### config.mk
export PLATFORM = sky130hd
export DESIGN_NAME = load_store_unit
export DESIGN_NICKNAME = d
export VERILOG_FILES = /design/src/rtl/load_store_unit.sv
export SDC_FILE = /design/constraint.sdc
export NUM_CORES = 1
export LEC_CHECK = 0
export CORE_MARGIN = 2
export CORE_UTILIZATION = 45
export CTS_CLUSTER_DIAMETER = 40
export DETAILED_ROUTE_END_ITERATION = 7
export PLACE_DENSITY = 0.82
export SYNTH_ARGS = -nofsm -noshare
export SYNTH_HDL_FRONTEND = slang
export SYNTH_SLANG_ARGS = --single-unit
### constraint.sdc
create_clock -name clk -period 2.15 [get_ports clk]
set_input_delay 0.3225 -clock clk [delete_from_list [all_inputs] [get_ports clk]]
set_output_delay 0.3225 -clock clk [all_outputs]
set_load 0.01 [all_outputs]
### src/rtl/load_store_unit.sv
// MEM-stage RV32I load/store sequencer driving the data port of the shared memory.
// Optional feature macro: LSU_MISALIGN_TRAP_EN (trap misaligned half/word accesses instead of aligning).
`ifndef DATA_BITS
`define DATA_BITS 16
`endif

module load_store_unit #(
    parameter int TIMEOUT = 32
) (
    input  logic                  clk,
    input  logic                  reset,
    input  logic                  req_valid,
    input  logic                  req_we,
    input  logic [2:0]            req_funct3,
    input  logic [31:0]           req_addr,
    input  logic [31:0]           req_wdata,
    output logic                  busy,
    output logic                  rsp_valid,
    output logic [31:0]           rsp_rdata,
    output logic                  rsp_err,
    output logic [`DATA_BITS-3:0] mem_addr,
    output logic                  mem_ren,
    output logic                  mem_wen,
    output logic [31:0]           mem_wdata,
    output logic [3:0]            mem_bsv,
    input  logic [31:0]           mem_rdata,
    input  logic                  mem_ready
);
    localparam int TW = $clog2(TIMEOUT + 1);

    typedef enum logic [2:0] {
        S_IDLE,
        S_WR,
        S_RD_ISSUE,
        S_RD_WAIT_LO,
        S_RD_WAIT_HI,
        S_DONE
    } state_t;

    state_t                state_q, state_d;
    logic [`DATA_BITS-3:0] mem_addr_q, mem_addr_d;
    logic                  mem_ren_q, mem_ren_d;
    logic                  mem_wen_q, mem_wen_d;
    logic [31:0]           mem_wdata_q, mem_wdata_d;
    logic [3:0]            mem_bsv_q, mem_bsv_d;
    logic [31:0]           rsp_rdata_q, rsp_rdata_d;
    logic                  rsp_err_q, rsp_err_d;
    logic [2:0]            funct3_q, funct3_d;
    logic [1:0]            off_q, off_d;
    logic [TW-1:0]         timer_q, timer_d;

    logic                  req_illegal;
    logic                  req_trap;
    logic [1:0]            req_off;
    logic [31:0]           st_wdata;
    logic [3:0]            st_bsv;
    logic [31:0]           rd_shift;
    logic [31:0]           ld_data;
    logic                  timer_expired;
    logic                  unused_addr_bits;

    // Address bits above the memory size never reach the port.
    assign unused_addr_bits = ^req_addr[31:`DATA_BITS];

    assign busy      = req_valid & (state_q != S_DONE);
    assign rsp_valid = (state_q == S_DONE);
    assign rsp_rdata = rsp_rdata_q;
    assign rsp_err   = rsp_err_q;
    assign mem_addr  = mem_addr_q;
    assign mem_ren   = mem_ren_q;
    assign mem_wen   = mem_wen_q;
    assign mem_wdata = mem_wdata_q;
    assign mem_bsv   = mem_bsv_q;

    assign timer_expired = (timer_q == TW'(TIMEOUT - 1));

    // Request decode: legality, aligned byte offset and store lane placement.
    always_comb begin
        if (req_we) begin
            req_illegal = (req_funct3 >= 3'b011);
        end else begin
            req_illegal = (req_funct3 == 3'b011) || (req_funct3[2:1] == 2'b11);
        end

        case (req_funct3[1:0])
            2'b01:   req_off = {req_addr[1], 1'b0};
            2'b10:   req_off = 2'b00;
            default: req_off = req_addr[1:0];
        endcase

`ifdef LSU_MISALIGN_TRAP_EN
        req_trap = ((req_funct3[1:0] == 2'b01) && req_addr[0]) ||
                   ((req_funct3[1:0] == 2'b10) && (req_addr[1:0] != 2'b00));
`else
        req_trap = 1'b0;
`endif

        case (req_funct3[1:0])
            2'b00: begin
                st_wdata = {4{req_wdata[7:0]}};
                st_bsv   = 4'b0001 << req_off;
            end
            2'b01: begin
                st_wdata = {2{req_wdata[15:0]}};
                st_bsv   = req_off[1] ? 4'b1100 : 4'b0011;
            end
            default: begin
                st_wdata = req_wdata;
                st_bsv   = 4'b1111;
            end
        endcase
    end

    // Load extraction: shift the addressed lane down, then extend.
    always_comb begin
        rd_shift = mem_rdata >> {off_q, 3'b000};
        case (funct3_q)
            3'b000:  ld_data = {{24{rd_shift[7]}}, rd_shift[7:0]};
            3'b001:  ld_data = {{16{rd_shift[15]}}, rd_shift[15:0]};
            3'b100:  ld_data = {24'h0, rd_shift[7:0]};
            3'b101:  ld_data = {16'h0, rd_shift[15:0]};
            default: ld_data = rd_shift;
        endcase
    end

    always_comb begin
        state_d     = state_q;
        mem_addr_d  = mem_addr_q;
        mem_ren_d   = 1'b0;
        mem_wen_d   = 1'b0;
        mem_wdata_d = mem_wdata_q;
        mem_bsv_d   = mem_bsv_q;
        rsp_rdata_d = rsp_rdata_q;
        rsp_err_d   = rsp_err_q;
        funct3_d    = funct3_q;
        off_d       = off_q;
        timer_d     = timer_q;

        case (state_q)
            S_IDLE: begin
                if (req_valid) begin
                    funct3_d    = req_funct3;
                    off_d       = req_off;
                    timer_d     = '0;
                    rsp_rdata_d = '0;
                    rsp_err_d   = 1'b0;
                    if (req_illegal || req_trap) begin
                        state_d   = S_DONE;
                        rsp_err_d = 1'b1;
                    end else begin
                        mem_addr_d = req_addr[`DATA_BITS-1:2];
                        if (req_we) begin
                            state_d     = S_WR;
                            mem_wen_d   = 1'b1;
                            mem_wdata_d = st_wdata;
                            mem_bsv_d   = st_bsv;
                        end else begin
                            // Read enable is a single-cycle pulse; holding it restarts the read.
                            state_d     = S_RD_ISSUE;
                            mem_ren_d   = 1'b1;
                            mem_wdata_d = '0;
                            mem_bsv_d   = '0;
                        end
                    end
                end
            end
            S_WR: begin
                state_d = S_DONE;
            end
            S_RD_ISSUE: begin
                state_d = S_RD_WAIT_LO;
            end
            S_RD_WAIT_LO: begin
                timer_d = timer_q + 1'b1;
                if (timer_expired) begin
                    state_d     = S_DONE;
                    rsp_err_d   = 1'b1;
                    rsp_rdata_d = '0;
                end else if (!mem_ready) begin
                    state_d = S_RD_WAIT_HI;
                end
            end
            S_RD_WAIT_HI: begin
                timer_d = timer_q + 1'b1;
                if (mem_ready) begin
                    state_d     = S_DONE;
                    rsp_rdata_d = ld_data;
                end else if (timer_expired) begin
                    state_d     = S_DONE;
                    rsp_err_d   = 1'b1;
                    rsp_rdata_d = '0;
                end
            end
            S_DONE: begin
                state_d     = S_IDLE;
                rsp_rdata_d = '0;
                rsp_err_d   = 1'b0;
            end
            default: begin
                state_d = S_IDLE;
            end
        endcase
    end

    always_ff @(posedge clk or negedge reset) begin
        if (!reset) begin
            state_q     <= S_IDLE;
            mem_addr_q  <= '0;
            mem_ren_q   <= 1'b0;
            mem_wen_q   <= 1'b0;
            mem_wdata_q <= '0;
            mem_bsv_q   <= '0;
            rsp_rdata_q <= '0;
            rsp_err_q   <= 1'b0;
            funct3_q    <= '0;
            off_q       <= '0;
            timer_q     <= '0;
        end else begin
            state_q     <= state_d;
            mem_addr_q  <= mem_addr_d;
            mem_ren_q   <= mem_ren_d;
            mem_wen_q   <= mem_wen_d;
            mem_wdata_q <= mem_wdata_d;
            mem_bsv_q   <= mem_bsv_d;
            rsp_rdata_q <= rsp_rdata_d;
            rsp_err_q   <= rsp_err_d;
            funct3_q    <= funct3_d;
            off_q       <= off_d;
            timer_q     <= timer_d;
        end
    end

endmodule

# After elaboration in Yosys (flattened, before gate mapping)
# Index checks and enable logic that the tools add are counted.
# word_totals
ff_bits	99
input_bits	104
elab_cells	83
# classes
n_addsub	1
order_cmp	1
n_eq_ne	18
shift	2
n_mux	35
n_bitwise	2
reduce_logical	13
# op_table
operator	count
case mux 32 bit (4 select lines)	2
two-way mux 32 bit	4
case mux 32 bit (2 select lines)	1
>> shifter 32 x 5 -> 32 bit	1
two-way mux 3 bit	6
case mux 3 bit (5 select lines)	1
two-way mux 1 bit	13
== test 3 bit, second input constant	4
case mux 6 bit (2 select lines)	1
== test 3 x 2 -> 1 bit, second input constant	3
!= test 3 bit, second input constant	3
AND reduction 3 bit	3
two-way mux 4 bit	2
case mux 4 bit (2 select lines)	1
adder 6 x 1 -> 6 bit, second input constant	1
== test 3 x 1 -> 1 bit, second input constant	2
== test 6 x 5 -> 1 bit, second input constant	1
zero test 3 bit	2
two-way mux 6 bit	1
AND reduction 2 bit	3
== test 2 bit, second input constant	2
!= test 2 bit, second input constant	2
case mux 1 bit (4 select lines)	1
case mux 2 bit (2 select lines)	1
11 further kinds	11

# Logic depth before layout (Yosys ltp)
# logic_depth
depth_word	6
mapped_depth	7
depth_no_buf	6

# Worst setup path after synthesis
# Ideal clock, no wire load.
# synth_path
path_kind	register to register
start	register state_q[1]
end	register timer_q[5]
setup_ns	0.121
arrival_ns	1.600
setup_slack_ns	0.429
stages_incl_launch_ff	6
path_cell_list	dfrtp_1 -> or4b_4 -> buf_6 -> o211a_2 -> a21o_1 -> a22o_1
# synth_via
elab_chain_len	4
elab_cells_between_ends	8
cone_classes	3 x eq/ne; 1 x mux; 4 x reduce/logical
# synth_rtl
item	line	text
from (decl)	40	state_t state_q, state_d;
from (signal assigned)	219	state_q <= state_d;
== test 3 bit or == test 3 x 2 -> 1 bit (tied branches)	139	case (state_q)
OR reduction 2 bit (no line)	--	
nonzero test 2 bit (no line)	--	
AND reduction 2 bit (no line)	--	
to (signal assigned)	229	timer_q <= timer_d;
to (decl)	50	logic [TW-1:0] timer_q, timer_d;
# Parallel ways exist; a longest one is shown, timed or not.
# A chain may end at the register's enable or synchronous reset.

# Final worst setup path
# layout_path
start	register state_q[1]
end	output port busy
# layout_via
elab_chain_len	2
# layout_rtl
item	line	text
!= test 3 bit	65	assign busy = req_valid & (state_q != S_DONE);
AND 1 bit	65	
to (decl)	17	output logic busy,
# No other way between the ends.

==> key figures <==
Pwr
  • Seq pwr share: 35.4%
  • Power Internal: 0.00529 W
  • Gate power share: 51.1%
  • Maximum VDD drop: 0.000783 V
  • Leakage power: 3.16 nW
  • Pwr Total: 0.00846 W
  • Clock share of power: 13.4%
  • P_sw: 0.00317 W
  • PD cells: 1160 nW/um^2
  • Sw Share: 37.5%

Setup path
  • Worst Setup Start Kind: register
  • Setup CP Type: reg -> out
  • Crit-path max FO: 5
  • Slowest cell delay on critical path: 0.47 ns
  • Crit path cell chain: nand3b_1 -> and2_1 -> clkdlybuf4s50_1
  • Largest delay contributor family on the critical path: simple AND/OR/NAND/NOR gates
  • Nature of the critical path endpoint: output pin
  • CP Buf/Inv Count: 1
  • CP max stage cell: clkdlybuf4s50_1
  • WP data arrival: 1.75 ns
  • Req. time, crit path: 1.83 ns

Drt
  • Drt wl/cell: 18.7 microns
  • Iteration-0 DRC Markers: 238
  • Vias per cell: 5.66
  • Met3 WL post-DR: 1810 microns
  • Post-route ant nets: 0
  • First-pass DRT Iterations: 5
  • DR vias: 4,602
  • Routed met1 length: 5700 microns
  • Max Used Layer: met4
  • Routed WL: 15,200 microns
  • DRC Markers: 0
  • WL met2: 7430 microns

Clocking
  • Clock network latency to the later pin of the worst-skew pair: 0.36 ns
  • # clock sinks: 99
  • Worst-path clk slew: 0.10 ns
  • Root Buffer Master: clkbuf_8
  • CTS H-Tree Depth: 3
  • # resized after CTS: 0
  • Setup bufs post-CTS: 0
  • TritonCTS Buffers: 9
  • TritonCTS clock tree: done
  • CTS max path bufs: 2

Global route
  • First-pass GRT wire length: 23,800 microns
  • GRT overflow: 0
  • GRT Overall Usage: 25.8%
  • Largest net degree at the start of global routing: 37
  • Vias in the first global route: 4,792
  • Initial antenna violation count: 0

STA
  • FMAX: 483 MHz
  • Clock skew: 0.00936 ns
  • RSZ-0062 raised after global routing: false
  • Max-slew headroom: 61.1%
  • Count of final setup violators: 0
  • Min Tclk post-route: 2.07 ns
  • Final period utilization: 96.4%
  • Final hold vios: 0
  • Setup Total Neg Slack: 0 ns
  • Slew Limit Fails: 0
  • Slew @ Worst Pin: 0.581 ns
  • Worst hold slack: 0.461 ns

Floorplan
  • Io pins: 191
  • Die boundary height: 110 microns
  • Core ar.: 10,900 sq um
  • Die X: 110 microns
  • Core Rows: 38
  • DIE AREA: 12,100 sq um
  • Starting Density: 46.4%

Logic synthesis
  • Post-synth ARST share: 100%
  • Mean area per synthesized cell: 10.4 sq um
  • Register area share after synthesis: 49.1%
  • Post-Syn Instances: 487
  • Post-synth EDFFs: 0
  • Mapped cell area: 5050 sq um
  • Top_reg_cell synth: dfrtp_1
  • Syn nets: 595
  • Register bit count reported by yosys: 99
  • Yosys warns: 0
  • Synth cell types: 55

Place
  • Count of input and output buffers: 174
  • HPWL after detailed placement: 11,600 microns
  • GP Congestion: 0.890
  • Placed Instance Area: 7090 sq um

Final layout
  • Final core occ: 67.0%
  • Layout net count: 776
  • Antenna diodes: 0
  • Final Cell Area: 7290 sq um
  • Commonest non-fill, non-tap cell in the layout: clkdlybuf4s50_1
  • Layout cells sized above 1: 12.0%
  • P&R area growth vs syn: 44.4%
  • Most frequent cells in the layout: clkdlybuf4s50_1 (173), dfrtp_1 (99), nand2_1 (73)
  • Fillers: 832

Worst hold path
  • Hold crit path type: in -> async

Flow run
  • Max_cap viols: 0

Run status
  • Outcome: completed
-- metrics by stage --
step / setup WS [ns] / cells
after floorplan: 0.429 / 487
after global routing: 0.00421 / 813
final: 0.0784 / 813
after global placement: 0.0197 / 796
after detailed placement: -0.0513 / 796
after CTS: 0.0692 / 813
-- cell type report --
class	count	area, sq um	share of cell area [%]
clock buffer	10	138	1.89
clock inverter	6	48.8	0.669
inverter	10	37.5	0.515
multi-input combinational	343	2360	32.4
sequential	99	2480	34.0
tap	140	175	2.40
timing repair buffer	205	2050	28.1
-- routing by layer --
layer,up-vias,track usage (%)
met5,-,0
met4,0,7.59
met3,23,11.1
met2,217,44.6
met1,2226,28.7
li1,2136,-
-- repair_timing --
action / CTS / global route
hold endpoints to repair: 32 / 0
endpoints found under the setup margin: 0 / 0
hold buffers: 1 / 0
-- flip-flops by register name, indices dropped and copies added, names as in the netlist --
name	count
mem_addr	14
mem_ren	1
rsp_rdata	32
funct3_q	3
timer_q	6
state_q	3
mem_wen	1
off_q	2
mem_wdata	32
rsp_err	1
mem_bsv	4
-- synthesized netlist by cell type, types with 3 or more instances --
cell type  instances  area share (%)
or2_2              4            0.50
dfrtp_1           99              49
nand3b_1           4            0.59
nand2_1           73             5.4
nand3_1            4            0.40
mux2i_1           31             6.1
a21oi_1           20             2.0
inv_1              9            0.67
a32o_1             7             1.4
ha_1               4            0.99
nor2b_1            7            0.87
nor2_1            31             2.3
clkbuf_1          16             1.2
mux2_2            18             4.0
o2bb2ai_1         16             2.8
and3_1             3            0.37
a22o_1            12             2.1
a211o_1            7             1.2
buf_2             14             1.4
o21ai_0           34             3.4
buf_6              4            0.89
o31ai_1           25             3.7
a221o_1            9             1.8
-- power by group through the flow --
stage	clock (W)	combinational, W	sequential [W]
detailed placement	0	0.00432	0.00303
global route	0.00126	0.00468	0.00308
CTS	0.00117	0.00435	0.00300
finish	0.00114	0.00433	0.00300
global placement	0	0.00419	0.00299
floorplan	0	0.00202	0.00321
-- worst paths after layout --
path	start	cells after the start	slack [ns]	end
min	reset	2	0.46	rsp_rdata[29]
min reg2reg	mem_bsv[1]	2	0.49	mem_bsv[1]
min in group clk	mem_bsv[1]	2	0.49	mem_bsv[1]
max reg2reg	state_q[1]	6	0.20	mem_wdata[15]
max	state_q[1]	3	0.08	busy
max in group asynchronous	reset	3	1.08	mem_wdata[29]
-- kinds of logic (layout without fill, tap and decap cells) --
| kind of cell | Yosys count | in the layout | synth area share, % |
|---|---|---|---|
| multiplexers | 51 | 51 | 10.8 |
| XOR/XNOR | 1 | 1 | 0.174 |
| AO/OA/AOI/OAI | 147 | 147 | 21.7 |
| flip-flops | 99 | 99 | 49.1 |
| AND/OR/NAND/NOR | 140 | 140 | 12.9 |
| adder cells (fa/ha/maj) | 4 | 4 | 0.992 |
| buffers and inverters | 45 | 231 | 4.31 |
No activity file was read; power rests on OpenSTA's default activity.
